$ cat config.mk
export PLATFORM = sky130hd
export DESIGN_NAME = ppu_vram_fetch_sequencer
export DESIGN_NICKNAME = d
export VERILOG_FILES = /design/src/rtl/ppu_vram_fetch_sequencer.sv
export SDC_FILE = /design/constraint.sdc
export NUM_CORES = 1
export LEC_CHECK = 0
export CAP_MARGIN = 40
export CORE_ASPECT_RATIO = 0.8
export CORE_MARGIN = 3
export CORE_UTILIZATION = 35
export CTS_CLUSTER_DIAMETER = 150
export DETAILED_ROUTE_END_ITERATION = 8
export HOLD_SLACK_MARGIN = 0.05
export SLEW_MARGIN = 25
export SYNTH_ARGS = -nofsm -noshare
export SYNTH_HDL_FRONTEND = slang
export SYNTH_SLANG_ARGS = --single-unit
$ cat constraint.sdc
create_clock -name clock -period 4.2 [get_ports clock]
set_input_delay 0.42 -clock clock [delete_from_list [all_inputs] [get_ports clock]]
set_output_delay 0.42 -clock clock [all_outputs]
set_load 0.005 [all_outputs]
$ cat src/rtl/ppu_vram_fetch_sequencer.sv
// ============================================================================
// ppu_vram_fetch_sequencer : PPU VRAM bus owner; 2-dot BG/sprite/dummy fetches
// with CPU $2007 accesses slotted into idle bus time.      Rev 1.0
// ============================================================================
`default_nettype none
module ppu_vram_fetch_sequencer #(
  parameter int ADDR_W       = 14,
  parameter bit CPU_ABORT_EN = 1'b1
) (
  input  logic              clock,
  input  logic              reset,
  input  logic              clock_EN,
  input  logic              backgroundFetch_EN,
  input  logic              spriteFetch_EN,
  input  logic              dummyFetch_EN,
  input  logic [14:0]       vramAddr,
  input  logic              bgPatternTable,
  input  logic              sprPatternTable,
  input  logic              spriteSize16,
  input  logic [7:0]        spriteTile,
  input  logic [3:0]        spriteRow,
  input  logic              cpuReq,
  input  logic              cpuWrite,
  input  logic [ADDR_W-1:0] cpuAddr,
  input  logic [7:0]        cpuWData,
  output logic              cpuAck,
  output logic [7:0]        cpuRData,
  output logic [ADDR_W-1:0] ppuAddr,
  output logic              ppuALE,
  output logic              ppuRD_n,
  output logic              ppuWR_n,
  output logic [7:0]        ppuDataOut,
  output logic              ppuDataOE,
  input  logic [7:0]        ppuDataIn,
  output logic [7:0]        ntByte,
  output logic [1:0]        atBits,
  output logic [7:0]        ptLow,
  output logic [7:0]        ptHigh,
  output logic              bgTileValid,
  output logic [7:0]        spritePtLow,
  output logic [7:0]        spritePtHigh,
  output logic [2:0]        spriteIndex,
  output logic              spriteDataValid
);

  typedef enum logic [1:0] {SRC_NONE = 2'd0, SRC_BG = 2'd1, SRC_SPR = 2'd2, SRC_DUMMY = 2'd3} src_t;
  typedef enum logic [1:0] {C_IDLE = 2'd0, C_ADDR = 2'd1, C_DATA = 2'd2} cpu_st_t;

  src_t        r_src, w_src, r_cap_src;
  cpu_st_t     r_cst, w_cst_nxt;
  logic [2:0]  r_phase, w_phase;
  logic [1:0]  w_slot, r_cap_slot;
  logic [14:0] r_vlat;
  logic        r_cap_en;
  logic [13:0] w_nt_addr, w_raddr;
  logic [7:0]  w_at_shift;
  logic        w_render, w_abort, w_cpu_done;
  logic        w_unused;

  assign w_unused = ^{r_vlat[5], r_vlat[0]};

  // Source priority, phase restart on source change, and render address mux.
  always_comb begin
    w_src = SRC_NONE;
    if (dummyFetch_EN)           w_src = SRC_DUMMY;
    else if (backgroundFetch_EN) w_src = SRC_BG;
    else if (spriteFetch_EN)     w_src = SRC_SPR;
    w_phase   = (w_src != r_src) ? 3'd0 : r_phase;
    w_slot    = w_phase[2:1];
    w_nt_addr = {2'b10, vramAddr[11:0]};
    w_raddr   = w_nt_addr;
    case (w_src)
      SRC_BG: begin
        if (w_slot == 2'd1)
          w_raddr = {2'b10, r_vlat[11:10], 4'b1111, r_vlat[9:7], r_vlat[4:2]};
        else if (w_slot[1])
          w_raddr = {1'b0, bgPatternTable, ntByte, w_slot[0], r_vlat[14:12]};
      end
      SRC_SPR: begin
        if (w_slot[1] && spriteSize16)
          w_raddr = {1'b0, spriteTile[0], spriteTile[7:1], spriteRow[3], w_slot[0], spriteRow[2:0]};
        else if (w_slot[1])
          w_raddr = {1'b0, sprPatternTable, spriteTile, w_slot[0], spriteRow[2:0]};
      end
      default: ;
    endcase
    w_render   = (w_src != SRC_NONE) && (CPU_ABORT_EN || (r_cst == C_IDLE));
    w_at_shift = ppuDataIn >> {r_vlat[6], r_vlat[1], 1'b0};
  end

  always_comb begin
    w_cst_nxt  = r_cst;
    w_cpu_done = 1'b0;
    w_abort    = CPU_ABORT_EN && (w_src != SRC_NONE);
    case (r_cst)
      C_IDLE:  if ((w_src == SRC_NONE) && cpuReq) w_cst_nxt = C_ADDR;
      C_ADDR:  w_cst_nxt = w_abort ? C_IDLE : C_DATA;
      C_DATA: begin
        w_cst_nxt  = C_IDLE;
        w_cpu_done = !w_abort;
      end
      default: w_cst_nxt = C_IDLE;
    endcase
  end

  always_ff @(posedge clock or posedge reset) begin
    if (reset)         r_cst <= C_IDLE;
    else if (clock_EN) r_cst <= w_cst_nxt;
  end

  always_ff @(posedge clock or posedge reset) begin
    if (reset) begin
      r_src <= SRC_NONE;   r_phase <= 3'd0;     r_vlat <= 15'd0;
      r_cap_en <= 1'b0;    r_cap_src <= SRC_NONE; r_cap_slot <= 2'd0;
      ntByte <= 8'd0;      atBits <= 2'd0;      ptLow <= 8'd0;     ptHigh <= 8'd0;
      spritePtLow <= 8'd0; spritePtHigh <= 8'd0; spriteIndex <= 3'd0;
      bgTileValid <= 1'b0; spriteDataValid <= 1'b0;
      cpuAck <= 1'b0;      cpuRData <= 8'd0;
      ppuAddr <= '0;       ppuALE <= 1'b0;      ppuRD_n <= 1'b1;   ppuWR_n <= 1'b1;
      ppuDataOut <= 8'd0;  ppuDataOE <= 1'b0;
    end else if (clock_EN) begin
      r_src <= w_src;
      if (w_src != SRC_NONE) r_phase <= w_phase + 3'd1;
      if ((w_src == SRC_BG) && (w_phase == 3'd0)) r_vlat <= vramAddr;

      // Bus data belongs to the read phase presented during the previous dot.
      bgTileValid     <= 1'b0;
      spriteDataValid <= 1'b0;
      if (r_cap_en && (r_cap_src == SRC_BG)) begin
        case (r_cap_slot)
          2'd0: ntByte <= ppuDataIn;
          2'd1: atBits <= w_at_shift[1:0];
          2'd2: ptLow  <= ppuDataIn;
          default: begin
            ptHigh      <= ppuDataIn;
            bgTileValid <= 1'b1;
          end
        endcase
      end else if (r_cap_en && (r_cap_src == SRC_SPR)) begin
        if (r_cap_slot == 2'd2) spritePtLow <= ppuDataIn;
        if (r_cap_slot == 2'd3) begin
          spritePtHigh    <= ppuDataIn;
          spriteDataValid <= 1'b1;
        end
      end
      if ((w_src == SRC_SPR) && (r_src != SRC_SPR)) spriteIndex <= 3'd0;
      else if (spriteDataValid)                     spriteIndex <= spriteIndex + 3'd1;

      cpuAck <= w_cpu_done;
      if (w_cpu_done && !cpuWrite) cpuRData <= ppuDataIn;

      r_cap_en   <= w_render && w_phase[0];
      r_cap_src  <= w_src;
      r_cap_slot <= w_slot;

      ppuALE    <= 1'b0;
      ppuRD_n   <= 1'b1;
      ppuWR_n   <= 1'b1;
      ppuDataOE <= 1'b0;
      if (w_render) begin
        ppuALE  <= ~w_phase[0];
        ppuRD_n <= ~w_phase[0];
        if (!w_phase[0]) ppuAddr <= ADDR_W'(w_raddr);
      end else if (w_cst_nxt == C_ADDR) begin
        ppuALE  <= 1'b1;
        ppuAddr <= cpuAddr;
      end else if ((w_cst_nxt == C_DATA) && cpuWrite) begin
        ppuWR_n    <= 1'b0;
        ppuDataOE  <= 1'b1;
        ppuDataOut <= cpuWData;
      end else if (w_cst_nxt == C_DATA) begin
        ppuRD_n <= 1'b0;
      end
    end
  end

endmodule
`default_nettype wire

==> results of run 1 <==
[routing by layer]
| metal | share of wire [%] | GRT usage, % | wire (um) | up-vias |
|---|---|---|---|---|
| li1 | - | - | - | 1934 |
| met1 | 46 | 27.31 | 7407 | 2061 |
| met2 | 43 | 28.54 | 6950 | 156 |
| met3 | 9.0 | 7.137 | 1440 | 18 |
| met4 | 1.2 | 5.003 | 198 | 0 |
| met5 | 0 | 0 | 0 | - |
[synth_stat cells (all sizes together), types with 2 or more instances]
cell	count	area share (%)
nand3	6	0.57
mux4	2	0.86
or4b	3	0.64
ha	3	0.72
a31oi	7	0.84
inv	12	0.86
nor3b	3	0.43
a211oi	14	2.2
dfrtp	103	49
buf	13	1.5
a21oi	11	1.1
nand2	21	1.5
or3	8	1.1
nor2b	3	0.36
dfstp	2	1.0
o31ai	4	0.57
clkinv	2	0.14
nor2	29	2.2
nand3b	3	0.43
o22ai	2	0.24
mux2i	4	0.76
o2bb2ai	7	1.2
o2111a	2	0.43
nor3	5	0.98
clkbuf	9	0.64
nand4	2	0.24
a22oi	2	0.29
a211o	4	0.67
and3	4	0.48
xor2	2	0.33
o21ai	32	3.1
o211ai	2	0.29
mux2	79	18
o21bai	12	1.7
and2	7	0.88
a21o	5	0.72
[cells in the final DEF (no fill, tap or decap), drive strengths merged, types with 2 or more instances in the layout]
cell type,synthesis,routed
clkdlybuf4s50,0,149
dfrtp,103,103
mux2,79,79
o21ai,32,32
nor2,29,29
nand2,21,21
inv,12,15
a211oi,14,14
o21bai,12,12
a21oi,11,11
buf,13,11
clkbuf,9,10
or3,8,8
o2bb2ai,7,7
a31oi,7,7
and2,7,7
nand3,6,6
a21o,5,5
nor3,5,5
and3,4,4
a211o,4,4
mux2i,4,4
o31ai,4,4
nor3b,3,3
nor2b,3,3
nand3b,3,3
ha,3,3
clkinv,2,3
or4b,3,3
o211ai,2,2
o22ai,2,2
xor2,2,2
mux4,2,2
a22oi,2,2
nand4,2,2
o2111a,2,2
clkinvlp,0,2
dfstp,2,2
[where the power goes]
group	switching [W]	internal, W
Combinational	0.000249	0.000384
Sequential	0.000120	0.00115
Clock	0.000404	0.000432
[sequential cells by signal (all words and copies together), names as in the netlist, 2 cells and up]
signal        cells
atBits            2
cpuRData          8
ntByte            8
ppuAddr          14
ppuDataOut        8
ptHigh            8
ptLow             8
r_cap_slot        2
r_cap_src         2
r_cst             2
r_phase           3
r_vlat           13
spriteIndex       3
spritePtHigh      8
spritePtLow       8
[kinds of logic after synthesis]
kind of cell	count (synthesis)	synth area share [%]
compound gates	113	15.56
xor+xnor	2	0.3342
fa+ha+maj	3	0.7161
buf+inv	36	3.150
flops	105	50.17
mux	85	19.31
simple gates	100	10.76
[stage by stage]
stage / hold slack (ps) / setup slack [ps] / cells
3_3_place_gp: 466.4 / 830.5 / 763
3_5_place_dp: 473.2 / 760.1 / 765
4_1_cts: 487.5 / 1135 / 781
2_1_floorplan: 451.9 / 1023 / 444
5_1_grt: 507.0 / 1050 / 782
6_report: 477.9 / 1233 / 782
[final cells by class]
class,instances,area [um2]
Fill cell,1287,7191
Sequential cell,105,2630
Multi-Input combinational cell,303,2447
Timing Repair Buffer,160,1594
Clock buffer,10,239.0
Tap cell,184,230.2
Clock inverter,6,57.56
Inverter,14,55.05
[worst max-delay path, cell delays in order]
cell and delay [ps]:
clkdlybuf4s50_1 600, buf_4 280, or4_1 470, o211ai_1 170, and3_1 320, inv_1 90, ha_1 180, nand3_1 90
nor2_2 90, buf_6 160, mux2_1 310
[path summary, 6_finish.rpt]
path                                     startpoint                          end  slack (ps)
hold reg to reg              r_vlat[12]$_DFFE_PP0P_       r_vlat[12]$_DFFE_PP0P_         480
hold / removal                                reset  spritePtHigh[5]$_DFFE_PP0P_         480
max in group asynchronous                     reset          ppuRD_n$_DFFE_PP1P_        2780
setup reg to reg           r_cap_src[0]$_DFFE_PP0P_       r_vlat[11]$_DFFE_PP0P_        1450
setup / recovery                      dummyFetch_EN       r_vlat[11]$_DFFE_PP0P_        1230
min in group clock           r_vlat[12]$_DFFE_PP0P_       r_vlat[12]$_DFFE_PP0P_         480
==> flow_summary.yaml, run 1 <==
outcome:
  outcome: "complete, no violations"
final_layout:
  area_delta_synth_final_pct: 38.35
  fin_nets: 664
  diodes: 0
  drive_above_1_share_pct: 17.39
  utilization_pct: 50.22
  final_cell_area_mm2: 0.007253
routing:
  vias_per_cell: 5.331
  drc: 0
  drt-wirelength-per-cell_um: 20.46
  wirelength_mm: 16.00
  drt_iter0_drc: 189
  vias: 4169
  first_pass_iters: 4
  antenna_left: 0
clock_network:
  cts-buffers-inserted: 9
  cts_hold_buffers: 0
  cts_resized: 0
  cts_buffer_depth: 2
  clk-insertion-delay-late_ps: 350
  post_cts_buffers: 0
  h-tree-depth: 3
  tritoncts: "done"
  cts_root_buffer: "clkbuf_16"
  clk_pin_slew_ps: 80
  clkSinkCount: 105
synthesis:
  synth_edf_count: 0
  ys_ff_latch: 105
  synthArstFlopShare_pct: 100.0
  synth_area_mm2: 0.005243
  synth_flop_cell: "dfrtp_1"
  ys_seq_area_share_pct: 50.17
  ys_types: 66
  synth_warnings: 0
  syn_inst: 444
  synth.avg_cell_area_um2: 11.81
  synth_fp_nets: 515
setup_path:
  critPathKind: "in -> reg"
  path_max_fanout: 13
  cp-end-kind: "register"
  r2r_cells: 9
  worst_ep_arrival_time_ps: 3200
  cp-start-kind: "primary input"
  crit_required_ps: 4430
floorplanning:
  rows: 39
  core-area_mm2: 0.01444
  initial_core_util_pct: 36.30
  ios: 150
  die_h_um: 115.5
  chipWidth_um: 142.8
  die_area_mm2: 0.01649
timing:
  rsz0062_at_grt: "false"
  maxSlewViolCount: 0
  finalClockSkew_ps: 7.081
  min_period_ps: 2967
  setup_viol: 0
  hold_viol: 0
  tns_ps: 0
  fin_crit_sh_pct: 70.64
  max_freq_ghz: 0.3371
  worst_pin_slew_ps: 778.4
  slew_headroom_pct: 47.83
place:
  dpl-instance-area_mm2: 0.006945
  place_congestion: 0.8890
  dp_hpwl_mm: 12.02
  portBuffers: 149
global_routing:
  grt_overflow: 0
  grt_use_total_pct: 19.41
  grt_max_degree: 44
  grt_pass1_vias: 4251
  antenna_found_initial: 0
  grt_pass1_wl_mm: 24.45
flow_run:
  maxCapViolCount: 0
power_and_ir_drop:
  powerDensity_mw_per_mm2: 378.0
  total_power_w: 0.002742
  p_leak_nw: 3.164
  irDropWorstVdd_uv: 240.9
worst_hold_path:
  hp-class: "in -> async"
(Power assumes the default switching activity.)
==> run 2, diff against run 1 <==
==> constraint.sdc (replaced) <==
create_clock -name clock -period 3.1 [get_ports clock]
set_input_delay 0.31 -clock clock [delete_from_list [all_inputs] [get_ports clock]]
set_output_delay 0.31 -clock clock [all_outputs]
set_load 0.005 [all_outputs]
==> run 2 against run 1 <==
Via count rose by 2.8%. Critical path depth down 2. Combinational power grew 39%. Hold slack worse by 93 ps. Register-to-register slack got worse by 1000 ps. First-iteration DRC count rose by 32%. Utilization up 0.61 points. Global-route usage up 0.20 points. Design area up 1.2%. Die area did not move. Clock skew increased by 3.1 ps.
==> flow_summary.yaml, run 2 (synthesized netlist as in run 1, its figures left out) <==
routing:
  drt_iter0_drc: 250
  wirelength_mm: 16.02
  drt-wirelength-per-cell_um: 20.22
  drc: 0
  vias_per_cell: 5.409
  first_pass_iters: 5
  antenna_left: 0
  vias: 4284
clock_network:
  cts_root_buffer: "clkbuf_16"
  clk_pin_slew_ps: 70
  cts_buffer_depth: 2
  clkSinkCount: 105
  h-tree-depth: 3
  tritoncts: "done"
  post_cts_buffers: 0
  cts-buffers-inserted: 9
  cts_resized: 0
  clk-insertion-delay-late_ps: 350
  cts_hold_buffers: 0
timing:
  worst_pin_slew_ps: 800.6
  hold_viol: 0
  min_period_ps: 2672
  fin_crit_sh_pct: 86.20
  max_freq_ghz: 0.3742
  finalClockSkew_ps: 10.14
  rsz0062_at_grt: "false"
  slew_headroom_pct: 46.33
  tns_ps: 0
  maxSlewViolCount: 0
  setup_viol: 0
floorplanning:
  die_area_mm2: 0.01649
  chipWidth_um: 142.8
  die_h_um: 115.5
  ios: 150
  rows: 39
  core-area_mm2: 0.01444
  initial_core_util_pct: 36.30
outcome:
  outcome: "complete, no violations"
power_and_ir_drop:
  powerDensity_mw_per_mm2: 515.8
  p_leak_nw: 3.216
  irDropWorstVdd_uv: 258.2
setup_path:
  path_max_fanout: 12
  cp-start-kind: "register"
  crit_required_ps: 3330
  worst_ep_arrival_time_ps: 2900
  cp-end-kind: "register"
  critPathKind: "reg -> reg"
global_routing:
  grt_overflow: 0
  grt_pass1_vias: 4422
  grt_max_degree: 48
  grt_use_total_pct: 19.61
  antenna_found_initial: 0
  grt_pass1_wl_mm: 24.88
final_layout:
  top_register: "ppuAddr"
  drive_above_1_share_pct: 18.75
  top_regs: "ppuAddr (14), r_vlat (13)"
  register_area_mm2: 0.002630
  multiInputGateArea_mm2: 0.002447
  utilization_pct: 50.83
  nFillCells: 1298
  fin_nets: 674
  largest_reg_flops: 14
  diodes: 0
  mostFrequentLayoutCells: "149 x clkdlybuf4s50_1, 103 x dfrtp_1, 44 x mux2_2"
  area_delta_synth_final_pct: 40.05
  layout_commonest_cell: "clkdlybuf4s50_1"
flow_run:
  maxCapViolCount: 0
place:
  place_congestion: 0.9334
  dp_hpwl_mm: 12.11
  portBuffers: 149
worst_hold_path:
  hp-class: "in -> async"
[run 2: cell types whose count changed in the layout (fill, tap and decap cells not counted), sizes merged]
cell,before,now
buf,11,21
bufinv,0,1
clkinv,3,2
clkinvlp,2,3
inv,15,14
[run 2: final cells by class]
class | instances | area share (%)
clock inverter | 6 | 1.022
clock buffer | 10 | 3.255
tap | 184 | 3.136
sequential | 105 | 35.82
multi-input combinational | 303 | 33.33
inverter | 14 | 0.7498
timing repair buffer | 170 | 22.68
[run 2: final timing paths]
check / to / cells after the start / from / slack [ps]
max: r_vlat[13]$_DFFE_PP0P_ / 9 / r_cap_src[0]$_DFFE_PP0P_ / 430
min: spritePtHigh[4]$_DFFE_PP0P_ / 2 / reset / 380
max reg2reg: r_vlat[13]$_DFFE_PP0P_ / 9 / r_cap_src[0]$_DFFE_PP0P_ / 430
min reg2reg: ppuDataOut[6]$_DFFE_PP0P_ / 1 / ppuDataOut[6]$_DFFE_PP0P_ / 490
max in group asynchronous: ppuRD_n$_DFFE_PP1P_ / 3 / reset / 1950
min in group clock: ppuDataOut[6]$_DFFE_PP0P_ / 1 / ppuDataOut[6]$_DFFE_PP0P_ / 490
[run 2: metrics by stage]
stage	cells	area [um2]	total power, W	setup WS, ps	hold slack, ps
final	792	7342	0.003787	427.8	384.8
after global routing	792	7342	0.003985	276.7	434.8
after CTS	791	7331	0.003823	413.8	414.1
after detailed placement	775	7017	0.002625	133.1	475.0
after global placement	775	7017	0.002608	223.1	465.8
after floorplan	444	5243	0.002118	32.77	426.8
[run 2: report_power, final]
group          switching, W  internal, W  total (W)
combinational      0.000345     0.000532   0.000877
clock              0.000528     0.000660    0.00119
sequential         0.000159      0.00156    0.00172
[run 2: critical path, stage by stage (launching register included)]
cell	delay [ps]
dfrtp_1	520
or4b_4	630
and3_1	210
a21oi_1	180
nand2_1	120
ha_1	210
nand3_1	90
nor2_2	110
buf_6	170
mux2_1	300
[run 2: layer usage]
layer / GRT usage [%] / part of all wire (%) / vias up
li1: - / - / 1960
met4: 4.370 / 1.3 / 0
met2: 29.91 / 44 / 190
met5: 0 / 0 / -
met1: 26.65 / 45 / 2116
met3: 7.715 / 10 / 18
==> run 3, diff against run 2 <==
--- a/config.mk
+++ b/config.mk
@@ -5,7 +5,7 @@
 export SDC_FILE = /design/constraint.sdc
 export NUM_CORES = 1
 export LEC_CHECK = 0
-export CAP_MARGIN = 40
+export CAP_MARGIN = 20
 export CORE_ASPECT_RATIO = 0.8
 export CORE_MARGIN = 3
 export CORE_UTILIZATION = 35
==> run 3 against run 2 <==
Hold slack got worse by 0.65 ps. Sequential share of layout area increased by 0.055 points. Fmax decreased by 1.2%. Utilization decreased by 0.078 points. Register-to-register slack got worse by 30 ps. Clock skew about the same. Critical path depth decreased by 1. Critical endpoint is now r_vlat[12]$_DFFE_PP0P_. Largest power group unchanged.
==> flow_summary.yaml, run 3 (synthesized netlist as in run 1, its figures left out) <==
outcome:
  outcome: "complete, no violations"
clock_network:
  clk-insertion-delay-late_ps: 350
  clk_pin_slew_ps: 70
  cts-buffers-inserted: 9
  clkSinkCount: 105
  post_cts_buffers: 0
  cts_hold_buffers: 0
  tritoncts: "done"
  cts_root_buffer: "clkbuf_16"
  cts_buffer_depth: 2
  h-tree-depth: 3
  cts_resized: 0
timing:
  fin_crit_sh_pct: 87.24
  hold_viol: 0
  worst_pin_slew_ps: 926.1
  max_freq_ghz: 0.3698
  finalClockSkew_ps: 9.781
  slew_headroom_pct: 38.20
  min_period_ps: 2704
  setup_viol: 0
  tns_ps: 0
  maxSlewViolCount: 0
  fin_ws_ps: 395.7
  rsz0062_at_grt: "false"
power_and_ir_drop:
  clkPwrFrac_pct: 31.5
  comb_power_share_pct: 23.1
  p_int_w: 0.002753
  sw_frac_of_total_pct: 27.27
  switchingPower_w: 0.001032
  seqPwrFrac_pct: 45.4
  p_leak_nw: 3.209
  powerDensity_mw_per_mm2: 516.4
  total_power_w: 0.003785
  irDropWorstVdd_uv: 259.6
global_routing:
  grt_pass1_wl_mm: 24.88
  grt_pass1_vias: 4422
  met3_usage_pct: 7.715
  antenna_found_initial: 0
  grt_use_total_pct: 19.61
  use_met1_pct: 26.65
  grt_overflow: 0
  use_met2_pct: 29.91
  busiest_layer: "met2"
  grt_max_degree: 48
routing:
  vias: 4250
  drt-wirelength-per-cell_um: 20.23
  vias_per_cell: 5.373
  drt_iter0_drc: 185
  drc: 0
  antenna_left: 0
  wirelength_mm: 16.00
  first_pass_iters: 5
place:
  portBuffers: 149
  post-place-ws_ps: 133.1
  place_congestion: 0.9334
  dp_hpwl_mm: 12.11
final_layout:
  largest_reg_flops: 14
  top_regs: "ppuAddr (14), r_vlat (13)"
  fin_nets: 673
  top_register: "ppuAddr"
  nFillCells: 1298
  area_delta_synth_final_pct: 39.83
  diodes: 0
  layout_commonest_cell: "clkdlybuf4s50_1"
  mostFrequentLayoutCells: "149 x clkdlybuf4s50_1, 103 x dfrtp_1, 44 x mux2_2"
  drive_above_1_share_pct: 18.62
setup_path:
  crit_required_ps: 3330
  cp-start-kind: "register"
  critPathKind: "reg -> reg"
  path_max_fanout: 13
  cp-end-kind: "register"
  worst_ep_arrival_time_ps: 2930
floorplanning:
  core-area_mm2: 0.01444
  rows: 39
  die_h_um: 115.5
  ios: 150
  chipWidth_um: 142.8
  initial_core_util_pct: 36.30
  die_area_mm2: 0.01649
flow_run:
  maxCapViolCount: 0
worst_hold_path:
  hp-class: "in -> async"
run 3: changes by cell type in the layout (fill, tap and decap cells not counted):
cell / delta
buf_6: -1
run 3: worst paths after layout:
check / from / to / slack (ps) / cells past startpoint
max in group asynchronous: reset / ptLow[7]$_DFFE_PP0P_ / 1950 / 3
min in group clock: ppuDataOut[6]$_DFFE_PP0P_ / ppuDataOut[6]$_DFFE_PP0P_ / 490 / 1
min reg2reg: ppuDataOut[6]$_DFFE_PP0P_ / ppuDataOut[6]$_DFFE_PP0P_ / 490 / 1
min: reset / spritePtHigh[4]$_DFFE_PP0P_ / 380 / 2
max: r_cap_src[0]$_DFFE_PP0P_ / r_vlat[12]$_DFFE_PP0P_ / 400 / 8
max reg2reg: r_cap_src[0]$_DFFE_PP0P_ / r_vlat[12]$_DFFE_PP0P_ / 400 / 8
run 3: worst max-delay path, stage by stage (launching register included):
cell     delay, ps
dfrtp_1        580
or4b_4         250
nand3_1        100
and3_1         240
inv_1           80
ha_1           140
nand3_1         80
nor2_2         720
mux2_1         380
run 3: per-layer routing:
metal  part of all wire [%]  routed length (um)  vias up
met5                      0                   0        -
met4                    1.3                 210        0
met3                     10                1595       20
met2                     44                7066      176
met1                     45                7126     2099
li1                       -                   -     1955
run 3: area by class of cell:
| cell class | instances | area [um2] | area share, % |
|---|---|---|---|
| sequential | 105 | 2630 | 35.88 |
| multi-input combinational | 303 | 2447 | 33.38 |
| timing repair buffer | 169 | 1654 | 22.56 |
| clock buffer | 10 | 239.0 | 3.260 |
| tap | 184 | 230.2 | 3.140 |
| clock inverter | 6 | 75.07 | 1.024 |
| inverter | 14 | 55.05 | 0.7510 |
run 3: power groups by stage:
stage	clock, W	sequential [W]	combinational [W]
after global routing	0.00128	0.00175	0.000945
after CTS	0.00122	0.00172	0.000884
after global placement	0	0.00174	0.000869
after floorplan	0	0.00170	0.000418
after detailed placement	0	0.00174	0.000882
final	0.00119	0.00172	0.000875
run 3: per-stage QoR:
step / cells / area [um2] / util [%] / hold WS (ps)
finish: 791 / 7331 / 50.75 / 384.1
global route: 791 / 7331 / 50.75 / 434.8
CTS: 791 / 7331 / 50.75 / 414.1
detailed placement: 775 / 7017 / 48.58 / 475.0
global placement: 775 / 7017 / 48.58 / 465.8
floorplan: 444 / 5243 / - / 426.8
